[config.mk]
export PLATFORM = sky130hd
export DESIGN_NAME = xm23_mem_interface_flat
export DESIGN_NICKNAME = d
export VERILOG_FILES = /design/src/rtl/xm23_mem_interface_if.sv /design/src/rtl/xm23_mem_interface.sv /design/src/flat_wrapper.sv
export SDC_FILE = /design/constraint.sdc
export NUM_CORES = 1
export LEC_CHECK = 0
export ABC_AREA = 0
export CORE_MARGIN = 4
export CORE_UTILIZATION = 40
export CTS_BUF_LIST = sky130_fd_sc_hd__clkbuf_4
export DETAILED_ROUTE_END_ITERATION = 16
export GPL_TIMING_DRIVEN = 1
export PLACE_DENSITY = 0.9
export SYNTH_ARGS = -nofsm -noshare
export SYNTH_HDL_FRONTEND = slang
export SYNTH_SLANG_ARGS = --single-unit
export TNS_END_PERCENT = 30
[constraint.sdc]
create_clock -name i_clk -period 2.11 [get_ports i_clk]
set_input_delay 0.3165 -clock i_clk [delete_from_list [all_inputs] [get_ports i_clk]]
set_output_delay 0.3165 -clock i_clk [all_outputs]
set_load 0.1 [all_outputs]
[src/rtl/xm23_mem_interface_if.sv]
// Request/response and byte-lane memory bus of the XM23 MAR/MDR controller.
//   master : requester side (control unit / bench); drives req_*, lane read data
//   slave  : controller side; drives req_ready, rsp_*, lane address/data/enables
interface xm23_mem_interface_if #(
   parameter int unsigned ADDR_W = 16,
   parameter int unsigned DATA_W = 16
);
   localparam int unsigned BYTE_W = DATA_W / 2;

   logic              req_valid;
   logic              req_ready;
   logic              req_write;
   logic              req_byte;
   logic [ADDR_W-1:0] req_addr;
   logic [DATA_W-1:0] req_wdata;

   logic              rsp_valid;
   logic [DATA_W-1:0] rsp_rdata;
   logic              rsp_fault;

   logic [ADDR_W-1:0] mem_lb_addr;
   logic [ADDR_W-1:0] mem_ub_addr;
   logic [BYTE_W-1:0] mem_lb_wdata;
   logic [BYTE_W-1:0] mem_ub_wdata;
   logic              mem_lb_we;
   logic              mem_ub_we;
   logic [BYTE_W-1:0] mem_lb_rdata;
   logic [BYTE_W-1:0] mem_ub_rdata;

   modport master (
      output req_valid, req_write, req_byte, req_addr, req_wdata,
      output mem_lb_rdata, mem_ub_rdata,
      input  req_ready, rsp_valid, rsp_rdata, rsp_fault,
      input  mem_lb_addr, mem_ub_addr, mem_lb_wdata, mem_ub_wdata, mem_lb_we, mem_ub_we
   );

   modport slave (
      input  req_valid, req_write, req_byte, req_addr, req_wdata,
      input  mem_lb_rdata, mem_ub_rdata,
      output req_ready, rsp_valid, rsp_rdata, rsp_fault,
      output mem_lb_addr, mem_ub_addr, mem_lb_wdata, mem_ub_wdata, mem_lb_we, mem_ub_we
   );
endinterface

[src/rtl/xm23_mem_interface.sv]
// XM23 MAR/MDR memory-access controller: latches one byte/word request, drives the
// split lower/upper byte lanes (lb at MAR, ub at MAR+1), inserts WAIT_STATES extra
// cycles, checks word alignment and returns a single-cycle response.
//   i_clk : rising-edge clock
//   i_rst : asynchronous active-high reset
//   bus   : slave view of xm23_mem_interface_if (req/rsp handshake + byte lanes)
module xm23_mem_interface #(
   parameter int unsigned ADDR_W      = 16,
   parameter int unsigned DATA_W      = 16,
   parameter int unsigned WAIT_STATES = 1,
   parameter bit          ALIGN_CHECK = 1'b1
) (
   input logic               i_clk,
   input logic               i_rst,
   xm23_mem_interface_if.slave bus
);
   localparam int unsigned BYTE_W = DATA_W / 2;
   localparam int unsigned CNT_W  = 4;

   typedef enum logic [1:0] {ST_IDLE, ST_ACCESS, ST_RESP} state_t;

   state_t            r_state;
   state_t            w_state_nxt;
   logic [ADDR_W-1:0] r_mar;
   logic [DATA_W-1:0] r_mdr;
   logic [CNT_W-1:0]  r_cnt;
   logic              r_write;
   logic              r_byte;
   logic              r_fault;
   logic              r_first;

   logic w_accept;
   logic w_fault;
   logic w_last;

   assign w_accept = bus.req_valid && (r_state == ST_IDLE);
   assign w_fault  = ALIGN_CHECK & ~bus.req_byte & bus.req_addr[0];
   assign w_last   = (r_cnt == '0);

   // State register
   always_ff @(posedge i_clk or posedge i_rst) begin
      if (i_rst) r_state <= ST_IDLE;
      else       r_state <= w_state_nxt;
   end

   // Next-state logic
   always_comb begin
      w_state_nxt = r_state;
      case (r_state)
         ST_IDLE:   if (w_accept) w_state_nxt = w_fault ? ST_RESP : ST_ACCESS;
         ST_ACCESS: if (w_last)   w_state_nxt = ST_RESP;
         ST_RESP:                 w_state_nxt = ST_IDLE;
         default:                 w_state_nxt = ST_IDLE;
      endcase
   end

   // MAR/MDR, wait counter and latched request attributes
   always_ff @(posedge i_clk or posedge i_rst) begin
      if (i_rst) begin
         r_mar   <= '0;
         r_mdr   <= '0;
         r_cnt   <= '0;
         r_write <= 1'b0;
         r_byte  <= 1'b0;
         r_fault <= 1'b0;
         r_first <= 1'b0;
      end else begin
         // Enables are only valid in the first ACCESS cycle
         r_first <= w_accept & ~w_fault;
         if (w_accept) begin
            r_mar   <= bus.req_addr;
            r_write <= bus.req_write;
            r_byte  <= bus.req_byte;
            r_fault <= w_fault;
            r_cnt   <= CNT_W'(WAIT_STATES);
            // A faulted access reports zero data; byte accesses keep the upper lane clear
            if (w_fault)          r_mdr <= '0;
            else if (bus.req_byte) r_mdr <= {{BYTE_W{1'b0}}, bus.req_wdata[BYTE_W-1:0]};
            else                  r_mdr <= bus.req_wdata;
         end else if (r_state == ST_ACCESS) begin
            if (!w_last) begin
               r_cnt <= r_cnt - CNT_W'(1);
            end else if (!r_write) begin
               if (r_byte) r_mdr <= {{BYTE_W{1'b0}}, bus.mem_lb_rdata};
               else        r_mdr <= {bus.mem_ub_rdata, bus.mem_lb_rdata};
            end
         end
      end
   end

   // Outputs decoded from state or taken straight from registers
   assign bus.req_ready    = (r_state == ST_IDLE);
   assign bus.rsp_valid    = (r_state == ST_RESP);
   assign bus.rsp_fault    = (r_state == ST_RESP) & r_fault;
   assign bus.rsp_rdata    = r_mdr;
   assign bus.mem_lb_addr  = r_mar;
   assign bus.mem_ub_addr  = r_mar + ADDR_W'(1);
   assign bus.mem_lb_wdata = r_mdr[BYTE_W-1:0];
   assign bus.mem_ub_wdata = r_mdr[DATA_W-1:BYTE_W];
   assign bus.mem_lb_we    = (r_state == ST_ACCESS) & r_first & r_write;
   assign bus.mem_ub_we    = (r_state == ST_ACCESS) & r_first & r_write & ~r_byte;
endmodule

[src/flat_wrapper.sv]
// flat-port wrapper written by rule: the top's interface ports become plain ports
module xm23_mem_interface_flat 
#(
   parameter int unsigned ADDR_W      = 16,
   parameter int unsigned DATA_W      = 16,
   parameter int unsigned WAIT_STATES = 1,
   parameter bit          ALIGN_CHECK = 1'b1
)
  (i_clk, i_rst, bus_req_valid, bus_req_write, bus_req_byte, bus_req_addr, bus_req_wdata, bus_mem_lb_rdata, bus_mem_ub_rdata, bus_req_ready, bus_rsp_valid, bus_rsp_rdata, bus_rsp_fault, bus_mem_lb_addr, bus_mem_ub_addr, bus_mem_lb_wdata, bus_mem_ub_wdata, bus_mem_lb_we, bus_mem_ub_we);
  xm23_mem_interface_if #(.ADDR_W(ADDR_W), .DATA_W(DATA_W)) bus_i ();
  input logic i_clk;
  input logic i_rst;
  input wire logic [$bits(bus_i.req_valid)-1:0] bus_req_valid;
  input wire logic [$bits(bus_i.req_write)-1:0] bus_req_write;
  input wire logic [$bits(bus_i.req_byte)-1:0] bus_req_byte;
  input wire logic [$bits(bus_i.req_addr)-1:0] bus_req_addr;
  input wire logic [$bits(bus_i.req_wdata)-1:0] bus_req_wdata;
  input wire logic [$bits(bus_i.mem_lb_rdata)-1:0] bus_mem_lb_rdata;
  input wire logic [$bits(bus_i.mem_ub_rdata)-1:0] bus_mem_ub_rdata;
  output wire logic [$bits(bus_i.req_ready)-1:0] bus_req_ready;
  output wire logic [$bits(bus_i.rsp_valid)-1:0] bus_rsp_valid;
  output wire logic [$bits(bus_i.rsp_rdata)-1:0] bus_rsp_rdata;
  output wire logic [$bits(bus_i.rsp_fault)-1:0] bus_rsp_fault;
  output wire logic [$bits(bus_i.mem_lb_addr)-1:0] bus_mem_lb_addr;
  output wire logic [$bits(bus_i.mem_ub_addr)-1:0] bus_mem_ub_addr;
  output wire logic [$bits(bus_i.mem_lb_wdata)-1:0] bus_mem_lb_wdata;
  output wire logic [$bits(bus_i.mem_ub_wdata)-1:0] bus_mem_ub_wdata;
  output wire logic [$bits(bus_i.mem_lb_we)-1:0] bus_mem_lb_we;
  output wire logic [$bits(bus_i.mem_ub_we)-1:0] bus_mem_ub_we;
  assign bus_i.req_valid = bus_req_valid;
  assign bus_i.req_write = bus_req_write;
  assign bus_i.req_byte = bus_req_byte;
  assign bus_i.req_addr = bus_req_addr;
  assign bus_i.req_wdata = bus_req_wdata;
  assign bus_i.mem_lb_rdata = bus_mem_lb_rdata;
  assign bus_i.mem_ub_rdata = bus_mem_ub_rdata;
  assign bus_req_ready = bus_i.req_ready;
  assign bus_rsp_valid = bus_i.rsp_valid;
  assign bus_rsp_rdata = bus_i.rsp_rdata;
  assign bus_rsp_fault = bus_i.rsp_fault;
  assign bus_mem_lb_addr = bus_i.mem_lb_addr;
  assign bus_mem_ub_addr = bus_i.mem_ub_addr;
  assign bus_mem_lb_wdata = bus_i.mem_lb_wdata;
  assign bus_mem_ub_wdata = bus_i.mem_ub_wdata;
  assign bus_mem_lb_we = bus_i.mem_lb_we;
  assign bus_mem_ub_we = bus_i.mem_ub_we;
  xm23_mem_interface #(.ADDR_W(ADDR_W), .DATA_W(DATA_W), .WAIT_STATES(WAIT_STATES), .ALIGN_CHECK(ALIGN_CHECK)) u_core (.i_clk(i_clk), .i_rst(i_rst), .bus(bus_i));
endmodule
Word-level counts from Yosys, hierarchy flattened
Cells that the tools add are included.
- $add $sub $neg: 2
- eq/ne operators: 6
- muxes and demuxes: 14
- reduce and logical (&&, ||, !) cells: 8
- bitwise logic cells: 9
- operators with widths (cell ; number):
    $mux W16 ; 7
    $add A16 B1 Y16 const B ; 1
    $mux W4 ; 3
    $and A1 B1 Y1 ; 6
    $mux W2 ; 3
    $ne A2 B1 Y1 const B ; 3
    $logic_not A4 Y1 ; 1
    $pmux W2 S2 ; 1
    $reduce_and A2 Y1 ; 2
    $reduce_bool A2 Y1 ; 2
    $sub A4 B1 Y4 const B ; 1
    $not A1 Y1 ; 3
    $reduce_and A3 Y1 ; 1
    $eq A2 B1 Y1 const B ; 1
    $eq A2 B2 Y1 const B ; 1
    $logic_not A2 Y1 ; 1
    $ne A2 B2 Y1 const B ; 1
    $logic_and A1 B1 Y1 ; 1
- bits of input ports: 53
- output and inout bits: 69
- register bits after elaboration: 42
- logic and storage cells: 47

Longest topological paths before layout
- depth after elaboration: 5
- depth in mapped cells: 7
- gate-level depth less buffers: 5

Worst setup path after synthesis
OpenSTA, ideal clock, no wires.
- path kind: register to output
- from: register u_core.r_mar[5] (netlist: u_core.bus.mem_lb_addr[5])
- to: output bus_mem_ub_addr[13]
- path slack: -1445 ps
- stages on the path, launching flop included: 4
- buffers on the path: 0
- required time: 1794 ps
- data arrival time: 3239 ps
- path through: dfrtp_1 > nand3_1 > nor4_1 > xor2_1
- longest elaborated chain between the ends: 1
- ends and longest elaborated chain (what ; line ; RTL):
    from (decl) ; xm23_mem_interface.sv:24 ; logic [ADDR_W-1:0] r_mar;
    from (signal assigned) ; xm23_mem_interface.sv:71 ; r_mar <= bus.req_addr;
    $add A16 B1 Y16 ; xm23_mem_interface.sv:97 ; assign bus.mem_ub_addr = r_mar + ADDR_W'(1);
    to (decl) ; flat_wrapper.sv:25 ; output wire logic [$bits(bus_i.mem_ub_addr)-1:0] bus_mem_ub_addr;
Every way passes these cells.

Worst setup path in the final report
- from: register u_core.r_mar[1] (netlist: u_core.bus.mem_lb_addr[1])
- to: output bus_mem_ub_addr[8]
The elaborated chain is that of the path after synthesis.

==> reports/qor.yml <==
clock_tree:
  clk_latency_ps: 350
  cts_hold_buffers: 0
  clock_path_buffers: 2
  cts_root_buffer: "clkbuf_4"
  clkTransAtPathRegs_ps: 130
  h-tree-depth: 2
  cts_made_buffers: 5
  clock-sinks: 42
  cts_tree: "built"
synth:
  ys_ff_latch: 42
  syn_nets: 317
  synth_area_leaders: "dfrtp_1 (43%), nand2_1 (8.0%), a2bb2oi_2 (6.2%), nand3_1 (5.1%), buf_4 (4.9%)"
  yosysMostFrequentCell: "nand2_1"
  synth_warnings: 0
  netlist_area_sq_um: 2440
  ys_top_cells_by_count: "nand2_1 (52), dfrtp_1 (42), nand3_1 (25)"
  yosysUniqueCellTypes: 38
  synth.avg_cell_area_sq_um: 9.35
  synth_edf_count: 0
  yosys.area.top_type_share_pct: 43.1
  syn_inst: 261
  yosysTopAreaCell: "dfrtp_1"
  seq_area_frac_synth_pct: 43.1
  synth-main-ff-cell: "dfrtp_1"
  synthArstFlopShare_pct: 100
global_route:
  use_met2_pct: 41.1
  grt_pass1_wl_um: 13100
  first_global_vias: 2629
  grt.busiest_layer: "met2"
  gr-usage-all-layers_pct: 22.4
  antenna_found_initial: 0
  grt_remaining_overflow: 0
  use_met1_pct: 25.9
  grt_max_degree: 30
  grt_use_met3_pct: 5.67
die:
  pin_count: 122
  die_w_um: 86.1
  die_area_sq_um: 7420
  fp-row-count: 28
  start_util_pct: 41.2
  fp.dieH_um: 86.1
  placeableCoreArea_sq_um: 5920
route:
  vias: 2505
  drtAntennaViolNets: 0
  drcViolationCount: 0
  routed_wirelength_um: 8360
  drtPass1Iterations: 4
  avgViaCountPerCell: 5.32
  initialDrtViolationCount: 140
  wl_per_cell_um: 17.7
placement:
  dp_hpwl_um: 6070
  io_buffers: 121
  dpl_cell_area_sq_um: 4170
  dp_cells: 440
  place_congestion: 0.784
timing:
  layout_min_cycle_time_ps: 2210
  fin_crit_sh_pct: 105
  setup_slack_ps: -99.7
  final_hold_viol_count: 0
  worst_pin_slew_ps: 659
  clock.fmax_mhz: 453
  slew-limit-headroom_pct: 56.0
  rsz0062_at_grt: "yes"
  tns_ps: -331
  skew_ps: 9.04
  setup_viol: 6
  final-max-slew-violation-count: 0
cells_and_area:
  final_net_count: 451
  final_cells: 471
  post_route_cells_drive_above_1_share_pct: 45.7
  design_area_sq_um: 4490
  area_growth_pct: 83.8
  antenna_cells: 0
  fillCellCount: 356
setup_path:
  r2r_cells: 6
  cpMaxStageDelayCell: "dfrtp_4"
  max_stage_delay_ps: 470
  crit_type: "reg -> out"
  path_max_fanout: 5
  cp-start-kind: "flip-flop"
  worst_r2r_startpoint: "u_core.r_cnt[0]$_DFFE_PP0P_"
  critPathRequiredTime_ps: 1790
  worstPathCellList: "ha_4 -> nand3_4 -> buf_6 -> nor3_4 -> xor2_4 -> buf_12"
  reg2reg_slack_ps: 90
  worstReg2RegEnd: "u_core.bus.rsp_rdata[0]$_DFFE_PP0P_"
  critPathCaptureType: "output pin"
  crit_arrival_ps: 1890
job:
  cap_violations: 0
min_path:
  hold_path.class: "in -> async"
status:
  violations: "setup timing"
  status: "finished, violations left"
## per-layer routing
| metal | vias to the layer above | routed length, um |
|---|---|---|
| met3 | 8 | 680 |
| met2 | 106 | 4480 |
| met1 | 1231 | 3140 |
| met4 | 0 | 59 |
| li1 | 1160 | - |
| met5 | - | 0 |
## cell families after synthesis
family,after synthesis,share of synthesized area (%)
AND/OR/NAND/NOR,116,23.4
multiplexers,2,0.820
buffers and inverters,41,9.33
adder cells (fa/ha/maj),3,1.54
XOR/XNOR,14,5.02
flip-flops,42,43.1
AO/OA/AOI/OAI,43,16.9
## worst max-delay path, delay by kind of cell, from the launching register on
family	cells	cell delay [ps]
xor gates and xnor gates	1	200
adders and majority gates	1	160
buffers and inverters	2	360
DFF	1	470
and+or+nand+nor	2	340
## metrics by stage
step,worst slack (ps),hold WS (ps),utilization (%)
3_5_place_dp,37.0,481,70.5
6_report,-99.7,361,75.8
4_1_cts,-103,373,73.2
5_1_grt,-165,381,75.8
2_1_floorplan,-305,422,-
3_3_place_gp,219,469,70.5
## cell usage in the layout (no fill, tap or decap), types with 3 or more instances in the layout
cell type / n
buf_4: 83
clkbuf_4: 6
dfrtp_1: 26
nand3_1: 23
a2bb2oi_1: 6
xor2_4: 9
nor2b_1: 9
nor4_4: 4
o21ai_1: 5
inv_1: 7
o41ai_2: 6
nor2_1: 4
a2bb2oi_2: 10
dfrtp_2: 5
buf_12: 21
nand3_4: 3
o31ai_1: 8
dfrtp_4: 11
buf_6: 3
clkdlybuf4s50_1: 52
nand4_1: 3
nand2_1: 52
## cell type report
class	instances	area, sq um	area share [%]
clock buffer	6	45.0	1.00
timing repair buffer	159	1600	35.6
inverter	8	30.0	0.669
clock inverter	2	12.5	0.279
tap	75	93.8	2.09
sequential	42	1100	24.5
multi-input combinational	179	1610	35.8
## flip-flops by register name (all words and copies together) (netlist names)
| register | cells |
|---|---|
| u_core.r_write | 1 |
| u_core.r_byte | 1 |
| u_core.bus.mem_lb_addr | 16 |
| u_core.r_state | 2 |
| u_core.r_first | 1 |
| u_core.r_fault | 1 |
| u_core.r_cnt | 4 |
| u_core.bus.rsp_rdata | 16 |
## worst max-delay path by stage
stage                                     startpoint                                   to  slack (ps)  depth (start not counted)
2_1_floorplan  u_core.bus.mem_lb_addr[8]$_DFFE_PP0P_                  bus_mem_ub_addr[12]        -310                          3
3_3_place_gp             u_core.r_cnt[0]$_DFFE_PP0P_  u_core.bus.rsp_rdata[4]$_DFFE_PP0P_         220                          6
3_5_place_dp             u_core.r_cnt[0]$_DFFE_PP0P_  u_core.bus.rsp_rdata[3]$_DFFE_PP0P_          40                          6
4_1_cts        u_core.bus.mem_lb_addr[1]$_DFFE_PP0P_                  bus_mem_ub_addr[13]        -100                          5
5_1_grt        u_core.bus.mem_lb_addr[0]$_DFFE_PP0P_                  bus_mem_ub_addr[13]        -160                          5
6_report       u_core.bus.mem_lb_addr[1]$_DFFE_PP0P_                   bus_mem_ub_addr[8]        -100                          6
## repair_timing
action,4_1_cts,5_1_grt
setup buffers,11,11
cloned,1,0
endpoints found under the setup margin,11,21
pin swaps,9,8
resized for setup,2,12
Power is not shown: default switching activity piles up to over one toggle a cycle in this logic, so the estimate is an artifact.
